<file path="config.mk">
export PLATFORM = sky130hd
export DESIGN_NAME = piso_serializer
export DESIGN_NICKNAME = d
export VERILOG_FILES = /design/src/rtl/piso_serializer.sv
export SDC_FILE = /design/constraint.sdc
export NUM_CORES = 1
export LEC_CHECK = 0
export BUFFER_PORTS_ARGS = -buffer_cell sky130_fd_sc_hd__buf_4
export CAP_MARGIN = 20
export CORE_MARGIN = 2
export CORE_UTILIZATION = 35
export DETAILED_ROUTE_END_ITERATION = 12
export PLACE_DENSITY_LB_ADDON = 0.25
export SYNTH_ARGS = -nofsm -noshare
export SYNTH_HDL_FRONTEND = slang
export SYNTH_SLANG_ARGS = --single-unit
</file>
<file path="constraint.sdc">
create_clock -name clock -period 1.75 [get_ports clock]
set_input_delay 0.35 -clock clock [delete_from_list [all_inputs] [get_ports clock]]
set_output_delay 0.35 -clock clock [all_outputs]
set_load 0.01 [all_outputs]
</file>
<file path="src/rtl/piso_serializer.sv">
// rtl/piso_serializer.sv - parallel-in serial-out transmitter with valid/ready load and shift strobe
//
// Ports:
//   clock         rising-edge clock
//   reset         asynchronous, active-high; aborts any word in flight
//   data_in       WIDTH-bit parallel word, captured on accept (load_valid & load_ready)
//   load_valid    upstream presents a word on data_in
//   load_ready    a word can be accepted this cycle (combinational from shift_en)
//   shift_en      downstream consumes the current serial bit at this edge
//   serial_out    registered serial bit; IDLE_LEVEL when no word is in flight
//   serial_valid  serial_out carries a data bit
//   last_bit      serial_out carries the final bit of the word
//   busy          a word is in flight (same as serial_valid)
module piso_serializer #(
  parameter int WIDTH      = 4,
  parameter bit MSB_FIRST  = 1'b1,
  parameter bit IDLE_LEVEL = 1'b0
) (
  input  logic             clock,
  input  logic             reset,
  input  logic [WIDTH-1:0] data_in,
  input  logic             load_valid,
  output logic             load_ready,
  input  logic             shift_en,
  output logic             serial_out,
  output logic             serial_valid,
  output logic             last_bit,
  output logic             busy
);

  localparam int CNT_W = $clog2(WIDTH);

  typedef enum logic {
    IDLE  = 1'b0,
    SHIFT = 1'b1
  } state_t;

  state_t             state_q, state_d;
  logic [WIDTH-1:0]   shreg_q, shreg_d;
  logic [CNT_W-1:0]   cnt_q, cnt_d;
  logic               serial_q, serial_d;
  logic               accept;
  logic               cnt_zero;
  logic               unused_shreg_end;

  // The bit at the output end of shreg is already on serial_out when it is
  // shifted away, so it is never read on its own.
  assign unused_shreg_end = MSB_FIRST ? shreg_q[WIDTH-1] : shreg_q[0];

  assign cnt_zero     = (cnt_q == '0);
  assign serial_valid = (state_q == SHIFT);
  assign busy         = (state_q == SHIFT);
  assign last_bit     = (state_q == SHIFT) && cnt_zero;
  // The last bit's shift edge doubles as a load edge so back-to-back words
  // need no gap bit; load_valid never feeds load_ready.
  assign load_ready   = (state_q == IDLE) || ((state_q == SHIFT) && cnt_zero && shift_en);
  assign accept       = load_valid && load_ready;
  assign serial_out   = serial_q;

  always_comb begin
    state_d  = state_q;
    shreg_d  = shreg_q;
    cnt_d    = cnt_q;
    serial_d = serial_q;

    if (accept) begin
      state_d  = SHIFT;
      shreg_d  = data_in;
      cnt_d    = CNT_W'(WIDTH - 1);
      serial_d = MSB_FIRST ? data_in[WIDTH-1] : data_in[0];
    end else if ((state_q == SHIFT) && shift_en) begin
      if (!cnt_zero) begin
        cnt_d = cnt_q - CNT_W'(1);
        if (MSB_FIRST) begin
          shreg_d  = {shreg_q[WIDTH-2:0], 1'b0};
          serial_d = shreg_q[WIDTH-2];
        end else begin
          shreg_d  = {1'b0, shreg_q[WIDTH-1:1]};
          serial_d = shreg_q[1];
        end
      end else begin
        state_d  = IDLE;
        serial_d = IDLE_LEVEL;
      end
    end
  end

  always_ff @(posedge clock or posedge reset) begin
    if (reset) begin
      state_q  <= IDLE;
      shreg_q  <= '0;
      cnt_q    <= '0;
      serial_q <= IDLE_LEVEL;
    end else begin
      state_q  <= state_d;
      shreg_q  <= shreg_d;
      cnt_q    <= cnt_d;
      serial_q <= serial_d;
    end
  end

endmodule

</file>
==> results.cfg, run 1 <==
[critical_path]
worstPathRequired_ns = 1.40
r2r_slack_ns = 0.36
critPathArrivalTime_ns = 1.26
r2r-start = cnt_q[0]
crit_type = reg2out
reg2reg_depth = 5
cp-end-kind = output pin
cp-startpoint = cnt_q[0]
cp-start-kind = flip-flop
critPathMaxFanout = 9
endpoint = load_ready
regToRegEndpoint = shreg_q[1]

[yosys]
synth.avg_cell_area_sq_um = 9.53
yosysWarnings = 0
yosysSeqAreaShare_pct = 33.4
synthesis.nets = 64
ys_ff_latch = 7
synth_cells = 55
yosys-top-cells-area = dfrtp_1 33%, a221oi_2 5.7%, buf_6 4.3%, nand2_1 4.3%, o21ai_1 3.8%
synth_largest_area_cell = dfrtp_1
synth_cell_types = 31
synth_top_area_share_pct = 33.4
syn_area_sq_um = 524

[pwr]
combinationalPowerShare_pct = 50.5
intPower_uw = 568
p_clk_share_pct = 16.4
power.density_mw_per_mm2 = 1460
power_switching_uw = 334
swShare_pct = 37.1
seqPwrFrac_pct = 33.1
vdd_drop_max_v = 0.000628
p_leak_uw = 0.000287

[hold_path]
min_path_type = in2async

[global_routing]
overflow = 0
grt_pass1_vias = 365
grt_first_pass_wirelength_mm = 1.67
grt_use_total_pct = 12.9
antenna_found_initial = 0
grt_start_max_net_pins = 17

[finish]
nets = 77
antenna_cells = 0
utilization_pct = 45.9
drive_gt1_share_pct = 41.8
area_growth_syn_to_layout_pct = 18.1

[routing]
totalWireLength_um = 988
vias = 415
first_iter_violations = 9
drt-pass1-iter-count = 4
drc = 0
avgRoutedWirePerCell_um = 12.0
postRouteAntennaNets = 0
avgViaCountPerCell = 5.06

[sta]
rsz0062_at_grt = no
holdWs_ns = 0.0274
post-route-period-util_pct = 92.1
tns_ns = 0
slew_violations = 0
clock.fmax_mhz = 620
finClkSkew_ns = 0.0102
period_minus_slack_ns = 1.61
hold_viol_final = 0
finalSetupViolCount = 0
tightest_slew_ns = 0.326
slew_headroom_pct = 78.3

[placed_design]
numPortBuffers = 12
place.gp.congestion = 0.699
dp_hpwl_um = 718

[floorplanning]
initial_utilization_pct = 38.8
dieArea_sq_mm = 0.00182
die_y_um = 42.7
io-pin-count = 13
fp.coreArea_sq_mm = 0.00135
die_w_um = 42.7
rows = 13

[cts]
cts_max_level = 1
clock-sinks = 7
cts_root_buf = clkbuf_4
cts.path.max_buffers = 2
clk_latency_ns = 0.26
cts.clk_slew.worst_paths_ns = 0.06
numCtsBuffers = 3
cts_tree = done

[flow_run]
drv_cap = 0

[run_status]
status = finished clean
[synthesized netlist by cell type (all sizes together)]
master,n
o22ai,2
mux2,1
and2,1
a221o,1
a21oi,2
clkbuf,1
a221oi,2
nand2b,4
buf,3
nor3,2
nand3,1
or2b,2
a31oi,1
nor2,2
dfrtp,7
nand2,6
nand3b,1
ha,1
mux2i,1
nor2b,1
inv,5
nor3b,1
and2b,1
o21ai,5
a311oi,1
[logic make-up after synthesis]
logic type               count (synthesis)  synth area share [%]
flip-flops                               7                  33.4
adder cells (fa/ha/maj)                  1                  2.39
multiplexers                             2                  4.06
buffers and inverters                    9                  11.9
AO/OA/AOI/OAI                           14                  22.0
AND/OR/NAND/NOR                         22                  26.3
[state kept, by name, indices dropped and copies added (netlist names)]
signal	count
busy	1
cnt_q	2
serial_out	1
shreg_q	3
[layout make-up]
type                       instances  area [sq um]
sequential                         7           176
tap                               15          18.8
multi-input combinational         39           289
fill                             141           731
inverter                           5          18.8
clock buffer                       4          26.3
timing repair buffer              12          90.1
[critical path, cell delays in order, from the launching register on]
cell     delay [ns]
dfrtp_1        0.39
inv_1          0.08
ha_2           0.26
nand2_1        0.07
nand2_1        0.08
buf_4          0.12
[power groups by stage]
| stage | Clock, uW | Combinational (uW) | Sequential [uW] |
|---|---|---|---|
| 3_5_place_dp | 0 | 456 | 300 |
| 5_1_grt | 167 | 496 | 314 |
| 6_report | 148 | 455 | 298 |
| 3_3_place_gp | 0 | 454 | 299 |
| 4_1_cts | 157 | 457 | 299 |
| 2_1_floorplan | 0 | 359 | 284 |
[per-layer routing]
metal,global-route usage [%],vias to the layer above,wire [um]
li1,-,214,-
met1,15.7,186,473
met2,17.6,15,443
met3,8.09,0,71
met4,5.63,0,0
met5,0,-,0
[worst min path at each step]
stage / slack [ns] / end / start
finish: 0.03 / cnt_q[0] / reset
global route: 0.05 / cnt_q[0] / reset
CTS: 0.03 / cnt_q[0] / reset
detailed placement: 0.31 / cnt_q[1] / reset
global placement: 0.31 / cnt_q[1] / reset
floorplan: 0.15 / busy / reset
[cell usage in the layout, fill, tap and decap left out]
cell / count
nor3_1: 2
and2b_4: 1
and2_2: 1
nor2b_1: 1
clkbuf_4: 3
nand2_1: 6
inv_1: 5
o22ai_2: 1
nand2b_2: 2
a31oi_1: 1
or2b_2: 1
nand2b_1: 1
clkbuf_1: 1
o21ai_0: 1
a21oi_1: 2
mux2_2: 1
or2b_1: 1
nand3b_1: 1
o21ai_1: 4
dfrtp_1: 6
nand2b_4: 1
nand3_1: 1
dfrtp_2: 1
nor2_1: 2
buf_4: 12
ha_2: 1
a221oi_2: 2
nor3b_1: 1
a311oi_2: 1
mux2i_1: 1
o22ai_1: 1
a221o_1: 1
[through the flow]
| stage | total power (uW) | std cells | cell area (sq um) | setup WS (ns) |
|---|---|---|---|---|
| 2_1_floorplan | 643 | 55 | 524 | 0.432 |
| 3_3_place_gp | 753 | 78 | 589 | 0.287 |
| 3_5_place_dp | 755 | 78 | 589 | 0.288 |
| 4_1_cts | 913 | 82 | 616 | 0.0367 |
| 5_1_grt | 978 | 82 | 619 | 0.0312 |
| 6_report | 902 | 82 | 619 | 0.138 |
[timing repair]
action	4_1_cts	5_1_grt
setup buffers	0	0
hold buffers	0	0
setup endpoints to repair	0	2
resized for setup	0	2
No activity file was read; power rests on OpenSTA's default activity.
==> run 2: changes to the inputs <==
- ABC_AREA: default -> 1
- CORE_AREA: default -> 2 2 39 41
- CORE_MARGIN: 2 -> default
- CORE_UTILIZATION: 35 -> default
- DIE_AREA: default -> 0 0 41 43
- clock period: 1.75 -> 1.94 ns (I/O delays scaled with it)
==> run 2 against run 1 <==
Against the previous run:
- die area shrank 3.3%
- critical path depth is the same
- clock skew shrank 0.0058 ns
- critical endpoint unchanged
- count of clock-buffer cells in the layout is the same
- hold slack gained 0.040 ns
- critical path type unchanged
- setup slack gained 0.13 ns
- synthesized cell count grew 7.3%
- non-clock buffer count is the same
- highest routed layer is now met4
- power shrank 20%
- clock power shrank 8%
- sequential share of layout area grew 3.3 points
- global-route usage shrank 1.2 points
==> results.cfg, run 2 <==
[sta]
clock.fmax_mhz = 598
post-route-period-util_pct = 86.2
setup_slack_ns = 0.268
slew_headroom_pct = 77.6
finClkSkew_ns = 0.00436
finalSetupViolCount = 0
slew_violations = 0
tightest_slew_ns = 0.335
period_minus_slack_ns = 1.67
rsz0062_at_grt = no
tns_ns = 0
hold_viol_final = 0

[floorplanning]
fp.coreArea_sq_mm = 0.00138
io-pin-count = 13
die_w_um = 41
initial_utilization_pct = 30.6
dieArea_sq_mm = 0.00176
rows = 14
die_y_um = 43

[routing]
drc = 0
avgViaCountPerCell = 4.20
first_iter_violations = 13
drt-pass1-iter-count = 4
avgRoutedWirePerCell_um = 8.19
totalWireLength_um = 737
postRouteAntennaNets = 0
vias = 378

[run_status]
status = finished clean

[placed_design]
place.gp.congestion = 0.688
dp_hpwl_um = 590
dp_slack_ns = 0.539
placed_area_sq_um = 526
numPortBuffers = 12

[critical_path]
worstPathRequired_ns = 1.55
regToRegEndpoint = serial_out
cp-end-kind = output pin
r2r_slack_ns = 0.61
critPathArrivalTime_ns = 1.28
reg2reg_depth = 8
cp-start-kind = flip-flop
crit_type = reg2out
critPathMaxFanout = 7
r2r-start = cnt_q[0]

[pwr]
p_leak_uw = 0.000334
seqPwrFrac_pct = 32.2
p_clk_share_pct = 18.9
power_switching_uw = 285
swShare_pct = 39.7
totalPowerFinal_uw = 718
combinationalPowerShare_pct = 48.9
power.density_mw_per_mm2 = 1300
intPower_uw = 433
vdd_drop_max_v = 0.000462

[finish]
seq_area_sq_um = 175
antenna_cells = 0
largest_reg_flops = 3
fillers = 149
layout_commonest_cell = nand2_1
layout_common_cells = 21 x nand2_1, 12 x inv_1, 12 x buf_4
top_regs = shreg_q: 3 flops, cnt_q: 2 flops
top_register = shreg_q
drive_gt1_share_pct = 27.0
multiInputGateArea_sq_um = 188
area_growth_syn_to_layout_pct = 30.5
final_cell_area_sq_um = 552
nets = 84

[cts]
ctsResizeCount = 0
numCtsBuffers = 3
cts.clk_slew.worst_paths_ns = 0.06
post-cts-setup-buffers = 0
clock-sinks = 7
cts_max_level = 1
cts_tree = done
cts.path.max_buffers = 2
cts_root_buf = clkbuf_4
clk_latency_ns = 0.25
hold_buffers = 0

[global_routing]
grt_use_total_pct = 11.7
grt_start_max_net_pins = 9
grt_pass1_vias = 331
overflow = 0
grt_first_pass_wirelength_mm = 1.34
antenna_found_initial = 0

[yosys]
synth-async-reset-ratio_pct = 100
synthesis.nets = 68
synth_edf_count = 0
yosys-top-cells-area = dfrtp_1 41%, nand2_1 19%, inv_1 11%, nand3_1 8.3%, nor2_8 4.7%
syn_area_sq_um = 423
synth_largest_area_cell = dfrtp_1
synth_flop_cell = dfrtp_1
synth_top_area_share_pct = 41.4
synth_cells = 59
ys_ff_latch = 7
synthTopCellsByCount = 21 x nand2_1, 12 x inv_1, 7 x dfrtp_1, 7 x nand3_1, 3 x o21ai_1
yosysMostFrequentCell = nand2_1
yosysSeqAreaShare_pct = 41.4
synth.avg_cell_area_sq_um = 7.17
yosysWarnings = 0
synth_cell_types = 13

[hold_path]
min_path_type = in2async

[flow_run]
drv_cap = 0
==> run 2: changes by cell type after synthesis, sizes merged, moves of 4 or more <==
cell | before | now
inv | 5 | 14
nand2 | 6 | 23
nand2b | 4 | 0
nand3 | 1 | 7
==> run 2: cells by family (layout without fill, tap and decap cells) <==
| family | Yosys count | in the layout | share of synthesized area (%) |
|---|---|---|---|
| buf+inv | 15 | 30 | 14.2 |
| simple gates | 32 | 32 | 36.7 |
| compound gates | 4 | 4 | 4.73 |
| fa+ha+maj | 1 | 1 | 2.96 |
| flops | 7 | 7 | 41.4 |
==> run 2: how the worst max path moves through the flow <==
stage                        start    endpoint  slack (ns)
after floorplan           cnt_q[0]  shreg_q[1]        0.71
after global placement    cnt_q[0]  load_ready        0.58
after detailed placement  cnt_q[0]  load_ready        0.54
after CTS                 cnt_q[0]  load_ready        0.26
after global routing      cnt_q[0]  load_ready        0.14
final                     cnt_q[0]  load_ready        0.27
==> run 2: power groups by stage <==
stage	logic, uW	clock network (uW)	registers [uW]
after CTS	357	139	232
after global routing	416	152	242
after detailed placement	355	0	235
final	351	136	231
after floorplan	249	0	237
after global placement	355	0	234
==> run 2: critical path, stage by stage, from the launching register on <==
cell     delay, ns
dfrtp_1       0.37
inv_1         0.08
ha_1          0.19
nand2_1       0.06
nand2_1       0.17
buf_4         0.16
==> run 2: final cells by class <==
cell class | instances | area share, %
timing repair buffer | 12 | 16.3
inverter | 14 | 9.52
tap | 16 | 3.63
multi-input combinational | 37 | 34.0
sequential | 7 | 31.7
clock buffer | 4 | 4.76
==> run 2: stage by stage <==
stage	std cells	hold WS, ns	util, %
6_report	90	0.0675	39.9
5_1_grt	90	0.0921	39.9
4_1_cts	90	0.0805	39.9
3_5_place_dp	86	0.354	38.0
3_3_place_gp	86	0.352	38.0
2_1_floorplan	59	0.191	-
==> run 2: metal layers <==
layer	share of wire, %	up-vias	global-route usage, %
li1	-	208	-
met1	48	151	16.0
met2	41	14	14.4
met3	7.3	5	3.14
met4	3.7	0	10.0
met5	0	-	0
==> run 3: changes to the inputs <==
- REMOVE_ABC_BUFFERS: default -> 1
==> run 3 against run 2 <==
Against the previous run:
- utilization stayed put
- hold slack gained 0.010 ns
- first-iteration DRC count fell by 92%
- clock skew shrank 0.0015 ns
- register-to-register slack about the same
- critical endpoint unchanged
- clock power shrank 6%
- design area unchanged
- sequential power hardly changed
==> results.cfg, run 3 (synthesized netlist as in run 2, its figures left out) <==
[finish]
largest_reg_flops = 3
antenna_cells = 0
drive_gt1_share_pct = 27.0
top_register = shreg_q
fillers = 164
layout_commonest_cell = nand2_1
nets = 84
top_regs = shreg_q: 3 flops, cnt_q: 2 flops
area_growth_syn_to_layout_pct = 30.5
layout_common_cells = 21 x nand2_1, 12 x inv_1, 12 x buf_4

[placed_design]
numPortBuffers = 12
dp_slack_ns = 0.543
dp_hpwl_um = 630
place.gp.congestion = 0.702

[global_routing]
antenna_found_initial = 0
grt_use_total_pct = 11.3
grt_start_max_net_pins = 9
grt_first_pass_wirelength_mm = 1.30
grt_pass1_vias = 320
overflow = 0

[floorplanning]
die_y_um = 43
rows = 14
io-pin-count = 13
dieArea_sq_mm = 0.00176
die_w_um = 41
initial_utilization_pct = 30.6
fp.coreArea_sq_mm = 0.00138

[critical_path]
critical-path-slowest-cell = dfrtp_1
crit_type = reg2out
crit_path_cell_trace = inv_1 > ha_1 > nand2_1 > nand2_1 > buf_4
critPathArrivalTime_ns = 1.27
slowest_delay_ns = 0.37
path_common_cell = nand2_1
r2r_slack_ns = 0.61
endpoint = load_ready
r2r-start = cnt_q[0]
cp-end-kind = output pin
cp-startpoint = cnt_q[0]
critPathMaxFanout = 7
worstPathRequired_ns = 1.55
reg2reg_depth = 8
regToRegEndpoint = shreg_q[1]
cp-start-kind = flip-flop

[cts]
cts_max_level = 1
hold_buffers = 0
cts.path.max_buffers = 2
cts_root_buf = clkbuf_4
cts.clk_slew.worst_paths_ns = 0.05
ctsResizeCount = 0
numCtsBuffers = 3
clock-sinks = 7
clk_latency_ns = 0.25
cts_tree = done
post-cts-setup-buffers = 0

[sta]
finClkSkew_ns = 0.00283
slew_headroom_pct = 77.4
hold_viol_final = 0
clock.fmax_mhz = 605
rsz0062_at_grt = no
setup_slack_ns = 0.287
finalSetupViolCount = 0
tns_ns = 0
slew_violations = 0
tightest_slew_ns = 0.337
period_minus_slack_ns = 1.65
post-route-period-util_pct = 85.2

[routing]
avgViaCountPerCell = 4.27
avgRoutedWirePerCell_um = 8.64
postRouteAntennaNets = 0
first_iter_violations = 1
totalWireLength_um = 778
drc = 0
drt-pass1-iter-count = 2
vias = 384

[pwr]
vdd_drop_max_v = 0.000492
power.density_mw_per_mm2 = 1290
p_leak_uw = 0.000334

[run_status]
status = finished clean

[flow_run]
drv_cap = 0

[hold_path]
min_path_type = in2async
[run 3: cell counts in the layout (fill, tap and decap cells not counted)]
Identical to the previous run, type by type.
[run 3: critical path: cells and delay by family, from the launching register on]
kind / cells / cell delay [ns]
adders and majority gates: 1 / 0.18
and+or+nand+nor: 2 / 0.23
DFF: 1 / 0.37
buffers and inverters: 2 / 0.23
[run 3: final cells by class]
type | instances | area (sq um) | area share [%]
timing repair buffer | 12 | 90.1 | 16.3
inverter | 14 | 52.6 | 9.52
sequential | 7 | 175 | 31.7
tap | 16 | 20.0 | 3.63
multi-input combinational | 37 | 188 | 34.0
clock buffer | 4 | 26.3 | 4.76
[run 3: through the flow]
| stage | utilization, % | instance area (sq um) | power [uW] | cells | hold slack [ns] |
|---|---|---|---|---|---|
| after floorplan | - | 415 | 478 | 58 | 0.191 |
| final | 39.9 | 552 | 715 | 90 | 0.0779 |
| after global placement | 38.0 | 526 | 590 | 86 | 0.348 |
| after CTS | 39.9 | 552 | 731 | 90 | 0.0755 |
| after detailed placement | 38.0 | 526 | 595 | 86 | 0.346 |
| after global routing | 39.9 | 552 | 794 | 90 | 0.0943 |
[run 3: how the worst min path moves through the flow]
| stage | slack (ns) | start | cells after the start | endpoint |
|---|---|---|---|---|
| finish | 0.08 | reset | 2 | busy |
| global route | 0.09 | reset | 2 | shreg_q[0] |
| CTS | 0.08 | reset | 2 | shreg_q[1] |
| detailed placement | 0.35 | reset | 2 | shreg_q[0] |
| global placement | 0.35 | reset | 2 | shreg_q[0] |
| floorplan | 0.19 | reset | 1 | busy |
[run 3: power breakdown]
part           switching [uW]  internal [uW]  leakage [uW]  total [uW]
clock                    49.6           78.2     0.0000150         128
combinational             202            151      0.000234         353
sequential               29.9            204     0.0000858         234
[run 3: routing by layer]
| metal | up-vias | share of wire [%] | GRT usage, % | wire [um] |
|---|---|---|---|---|
| li1 | 206 | - | - | - |
| met1 | 164 | 48 | 15.6 | 371 |
| met2 | 12 | 43 | 14.4 | 333 |
| met3 | 2 | 8.5 | 1.57 | 66 |
| met4 | 0 | 0.77 | 10.0 | 6 |
| met5 | - | 0 | 0 | 0 |
